**config.mk**
```make
export PLATFORM = sky130hd
export DESIGN_NAME = pipe_stage4
export DESIGN_NICKNAME = d
export VERILOG_FILES = /design/src/rtl/pipe_stage4.sv
export SDC_FILE = /design/constraint.sdc
export NUM_CORES = 1
export LEC_CHECK = 0
export CORE_UTILIZATION = 25
export CTS_CLUSTER_SIZE = 10
export DETAILED_ROUTE_END_ITERATION = 7
export PLACE_DENSITY_LB_ADDON = 0.15
export SYNTH_ARGS = -nofsm -noshare
export SYNTH_HDL_FRONTEND = slang
export SYNTH_SLANG_ARGS = --single-unit
```
**constraint.sdc**
```tcl
create_clock -name clk_i -period 3.2 [get_ports clk_i]
set_input_delay 0.32 -clock clk_i [delete_from_list [all_inputs] [get_ports clk_i]]
set_output_delay 0.32 -clock clk_i [all_outputs]
set_load 0.01 [all_outputs]
```
**src/rtl/pipe_stage4.sv**
```systemverilog
// pipe_stage4 -- consumer of the interval-check stage.
//
// Owns the per-lane consecutive-in-interval counters. They feed back to the
// check stage, which reads them as interval_cnt_i. Each accepted token
// updates the counters. A lane raises a sticky exit flag once its counter
// reaches PATIENCE. The batch completes when every masked lane has exited,
// or when MAX_LAYERS tokens have been accepted.
//
// Optional feature: define PIPE_STAGE4_EXIT_LAYER_EN to add exit_layer_o.
// That output holds, per lane, the layer count at which the lane first exited.
//
// Ports:
//   clk_i, rst_i            clock (rising edge), async active-high reset
//   start_i                 one-cycle pulse: clear state, latch lane_mask_i, RUN
//   lane_mask_i             active lanes (sampled on start_i)
//   in_valid_i/in_ready_o   token handshake from stage 3
//   out_of_mode_interval_i  per-lane out-of-interval flag of the token
//   interval_cnt_o          per-lane counters, LANES x PARA, lane 0 in LSBs
//   out_valid_o/out_ready_i result handshake (single output register)
//   exit_o                  sticky per-lane exit flags
//   layer_cnt_o             tokens accepted this batch
//   exit_layer_o            (optional) per-lane exit layer, 0 if not exited
//   done_o                  batch complete

module pipe_stage4_lane #(
    parameter int PARA     = 16,
    parameter int PATIENCE = 4,
    parameter int LW       = 6
) (
    input  logic            clk_i,
    input  logic            rst_i,
    input  logic            clr,
    input  logic            acc,
    input  logic            mask,
    input  logic            oomi,
`ifdef PIPE_STAGE4_EXIT_LAYER_EN
    input  logic [LW-1:0]   layer_new,
    output logic [LW-1:0]   exit_layer,
`endif
    output logic [PARA-1:0] cnt,
    output logic            exit_q,
    output logic            exit_nxt
);
    logic [PARA-1:0] cnt_nxt;

    always_comb begin
        cnt_nxt = cnt;
        // Exited or masked-off lanes freeze their counters.
        if (mask && !exit_q) begin
            if (oomi)
                cnt_nxt = '0;
            else if (cnt != {PARA{1'b1}})
                cnt_nxt = cnt + PARA'(1);
        end
    end

    assign exit_nxt = exit_q | (mask && (cnt_nxt >= PARA'(PATIENCE)));

    always_ff @(posedge clk_i or posedge rst_i) begin
        if (rst_i) begin
            cnt    <= '0;
            exit_q <= 1'b0;
        end else if (clr) begin
            cnt    <= '0;
            exit_q <= 1'b0;
        end else if (acc) begin
            cnt    <= cnt_nxt;
            exit_q <= exit_nxt;
        end
    end

`ifdef PIPE_STAGE4_EXIT_LAYER_EN
    // Capture the layer count only on the accept that first sets the flag.
    always_ff @(posedge clk_i or posedge rst_i) begin
        if (rst_i)
            exit_layer <= '0;
        else if (clr)
            exit_layer <= '0;
        else if (acc && exit_nxt && !exit_q)
            exit_layer <= layer_new;
    end
`endif
endmodule

module pipe_stage4 #(
    parameter int LANES      = 4,
    parameter int PARA       = 16,
    parameter int PATIENCE   = 4,
    parameter int MAX_LAYERS = 32,
    parameter int LW         = $clog2(MAX_LAYERS + 1)
) (
    input  logic                  clk_i,
    input  logic                  rst_i,
    input  logic                  start_i,
    input  logic [LANES-1:0]      lane_mask_i,
    input  logic                  in_valid_i,
    output logic                  in_ready_o,
    input  logic [LANES-1:0]      out_of_mode_interval_i,
    output logic [LANES*PARA-1:0] interval_cnt_o,
    output logic                  out_valid_o,
    input  logic                  out_ready_i,
    output logic [LANES-1:0]      exit_o,
    output logic [LW-1:0]         layer_cnt_o,
`ifdef PIPE_STAGE4_EXIT_LAYER_EN
    output logic [LANES*LW-1:0]   exit_layer_o,
`endif
    output logic                  done_o
);
    typedef enum logic [1:0] {S_IDLE, S_RUN, S_DONE} state_t;

    state_t                      state;
    logic [LANES-1:0]            mask_q;
    logic [LANES-1:0]            exit_nxt;
    logic [LANES-1:0][PARA-1:0]  cnt;
    logic [LW-1:0]               layer_new;
    logic                        acc;
    logic                        fin;

    // A token arriving together with start_i is dropped: start wins.
    assign in_ready_o = (state == S_RUN) && (!out_valid_o || out_ready_i);
    assign acc        = in_valid_i && in_ready_o && !start_i;
    assign layer_new  = layer_cnt_o + LW'(1);
    // Unmasked lanes count as exited, so an empty mask finishes on the first accept.
    assign fin        = (&(exit_nxt | ~mask_q)) || (layer_new == LW'(MAX_LAYERS));

`ifdef PIPE_STAGE4_EXIT_LAYER_EN
    logic [LANES-1:0][LW-1:0] exit_layer;
    assign exit_layer_o = exit_layer;
`endif
    assign interval_cnt_o = cnt;

    genvar g;
    generate
        for (g = 0; g < LANES; g++) begin : g_lane
            pipe_stage4_lane #(.PARA(PARA), .PATIENCE(PATIENCE), .LW(LW)) u_lane (
                .clk_i     (clk_i),
                .rst_i     (rst_i),
                .clr       (start_i),
                .acc       (acc),
                .mask      (mask_q[g]),
                .oomi      (out_of_mode_interval_i[g]),
`ifdef PIPE_STAGE4_EXIT_LAYER_EN
                .layer_new (layer_new),
                .exit_layer(exit_layer[g]),
`endif
                .cnt       (cnt[g]),
                .exit_q    (exit_o[g]),
                .exit_nxt  (exit_nxt[g])
            );
        end
    endgenerate

    always_ff @(posedge clk_i or posedge rst_i) begin
        if (rst_i) begin
            state       <= S_IDLE;
            mask_q      <= '0;
            layer_cnt_o <= '0;
            out_valid_o <= 1'b0;
            done_o      <= 1'b0;
        end else if (start_i) begin
            state       <= S_RUN;
            mask_q      <= lane_mask_i;
            layer_cnt_o <= '0;
            out_valid_o <= 1'b0;
            done_o      <= 1'b0;
        end else if (acc) begin
            layer_cnt_o <= layer_new;
            out_valid_o <= 1'b1;
            if (fin) begin
                state  <= S_DONE;
                done_o <= 1'b1;
            end
        end else if (out_ready_i) begin
            // The final result still drains normally once in DONE.
            out_valid_o <= 1'b0;
        end
    end
endmodule

```
==> metrics.cfg, run 1 <==
[logic_synthesis]
ys_top_cells_by_area = dfrtp_1 (34%), a21oi_1 (6.3%), nor2_1 (5.5%)
synth_area_per_cell_um2 = 7.78
yosysUniqueCellTypes = 66
synth_seq_cells = 81
asyncSetResetFlopFracSynth_pct = 100
ys_warn_count = 0
synth_area_um2 = 5910
syn_nets = 777
ys_seq_area_share_pct = 34.3
synth_edf_count = 0
synth_top_area_share_pct = 34.3
yosys.area.top_type = dfrtp_1
synthFlopType = dfrtp_1
syn_inst = 759

[cts]
clkTransAtPathRegs_ns = 0.07
clk_latency_ns = 0.36
cts_resized = 0
post_cts_buffers = 0
h-tree-depth = 3
cts_tree = yes
cts_buffers = 9
holdBufCountCts = 0
cts.sinks = 81
cts_buffer_depth = 2
cts_root_buf = clkbuf_16

[layout]
final_nets = 853
instances_no_fill = 1153
fillers = 2434
finish.utilization_pct = 32.6
areaGrowthSynthToFinish_pct = 26.4
seqCellArea_um2 = 2030
multi_input_area_um2 = 3580
postLayoutCellArea_um2 = 7470
drive_gt1_share_pct = 9.29
diodes = 0

[global_routing]
antenna_found_initial = 0
grt_pass1_wl_um = 33400
grt_use_total_pct = 17.5
grt_max_degree = 38
grt_overflow = 0
grt_pass1_vias = 5967

[power_and_ir_drop]
power.leakage_nw = 2.74
power_density_nw_per_um2 = 324
vdd_drop_max_uv = 239
power_mw = 2.42

[floorplanning]
core_um2 = 22900
initial_core_util_pct = 25.8
io_pins = 90
die_area_um2 = 24300
die_h_um = 156
die_x_um = 156
core.rowCount = 55

[setup_path]
cp.required_ns = 3.44
cpMostUsedCell = nand3_1
critPathMaxStageDelay_ns = 0.67
critPathLaunchType = flip-flop
path_class = reg2reg
crit_arrival_ns = 3.13
crit_chain = ha_1 > nand3_1 > nor4_4 > o21a_1 > o22ai_1 > a2111oi_0 > nand3_1 > nand4_1 > o21ai_1
endpoint_kind = flip-flop
cp_max_fo = 13
crit_slowest_cell = nor4_4

[timing]
drv_slew = 0
rsz0062_at_grt = no
finalSetupViolations = 0
fin_crit_sh_pct = 90.5
timing.fmax_ghz = 0.345
finalHoldViolCount = 0
fin_crit_ns = 2.90
worst_slack_ns = 0.305
holdWs_ns = 0.385
worst_pin_slew_ns = 0.736
finalClockSkew_ns = 0.00820
slew_headroom_pct = 51.0
tns_ns = 0

[route]
antenna_left = 0
viasPerCell = 5.35
drc = 0
routedWlPerCell_um = 17.8
drt-total-wl_um = 20500
drt_iter0_drc = 531
via_count = 6169
dr.pass1.iters = 5

[hold_path]
hold_class = in2async

[placed_design]
place_area_um2 = 7190
io_buffers = 89
dp.cells = 1137
gp_congestion = 0.865
place_ws_ns = 0.341
dp_hpwl_um = 14700

[run_status]
status = finished, final reports clean

[job]
drv_cap = 0

==> layout make-up <==
cell class	instances	area share (%)
clock inverter	3	0.201
tap	313	5.24
timing repair buffer	125	15.5
inverter	11	0.570
sequential	81	27.1
clock buffer	13	3.48
multi-input combinational	607	47.9
==> cell usage after synthesis (11+ instances only) <==
| library cell | number |
|---|---|
| nand3_1 | 38 |
| nor2_1 | 86 |
| o21ai_0 | 42 |
| dfrtp_1 | 81 |
| nor3_1 | 33 |
| a21oi_1 | 74 |
| nor4_1 | 17 |
| clkbuf_1 | 40 |
| and3_1 | 18 |
| or3_1 | 12 |
| nand2_1 | 73 |
| a31oi_1 | 18 |
| inv_1 | 11 |
| and4_1 | 12 |
| nand4_1 | 29 |
==> logic make-up after synthesis <==
group / Yosys count / synth area share (%)
simple gates: 374 / 33.8
buf+inv: 71 / 5.21
compound gates: 200 / 21.1
fa+ha+maj: 5 / 1.06
mux: 15 / 2.65
xor+xnor: 13 / 1.93
flops: 81 / 34.3
==> registers in the layout, indices dropped and copies added (netlist names) <==
name,flops
out_valid_o,1
mask_q,4
g_lane.u_lane.exit_q,4
done_o,1
state,1
g_lane.u_lane.cnt,64
layer_cnt_o,6
==> where the power goes <==
part	total [mW]	switching [mW]	internal [mW]
registers	1.06	0.0252	1.04
clock network	1.03	0.460	0.566
logic	0.330	0.221	0.109
total	2.42	0.706	1.71
==> worst max-delay path, delay by kind of cell (launching register included) <==
family,cells,cell delay (ns)
DFF,1,0.45
and+or+nand+nor,4,1.18
AOI/OAI and AO/OA,4,0.85
adders and majority gates,1,0.28
==> metal layers <==
| layer | vias up | routed length [µm] | track usage (%) |
|---|---|---|---|
| met4 | 0 | 280 | 4.53 |
| met1 | 2960 | 9530 | 23.2 |
| met3 | 24 | 958 | 3.69 |
| met2 | 169 | 9760 | 28.7 |
| met5 | - | 0 | 0 |
| li1 | 3016 | - | - |
==> cell usage in the layout (no fill, tap or decap), drive strengths merged, types with 8 or more instances in the layout <==
cell type      instances
and4                  12
o21ai                 43
dfrtp                 81
mux2i                 10
nor2                  86
a31oi                 18
a22oi                  8
clkbuf                13
a311oi                 9
xnor2                  8
nand3                 39
clkdlybuf4s50         88
nor4                  20
nand2                 73
a21oi                 74
nor3                  34
inv                   10
nand4                 32
o211ai                 8
nand2b                 8
or3                   12
and3                  18
buf                   37
==> final timing paths <==
kind,depth (start not counted),slack [ns],to,from
worst min-delay path,2,0.39,g_lane[1].u_lane.cnt[9],rst_i
worst max-delay path,9,0.30,done_o,g_lane[3].u_lane.cnt[0]
max in group asynchronous,3,2.04,layer_cnt_o[4],rst_i
min in group clk_i,2,0.52,g_lane[1].u_lane.cnt[5],start_i
worst min register to register,2,0.57,g_lane[3].u_lane.exit_q,g_lane[3].u_lane.exit_q
worst max register to register,9,0.30,done_o,g_lane[3].u_lane.cnt[0]
Power figures use the tool's default switching activity.
==> run 2, diff against run 1 <==
- CAP_MARGIN: unset -> 30
==> results of run 2 <==
No change in the layout: final DEF, timing and power equal those of run 1.
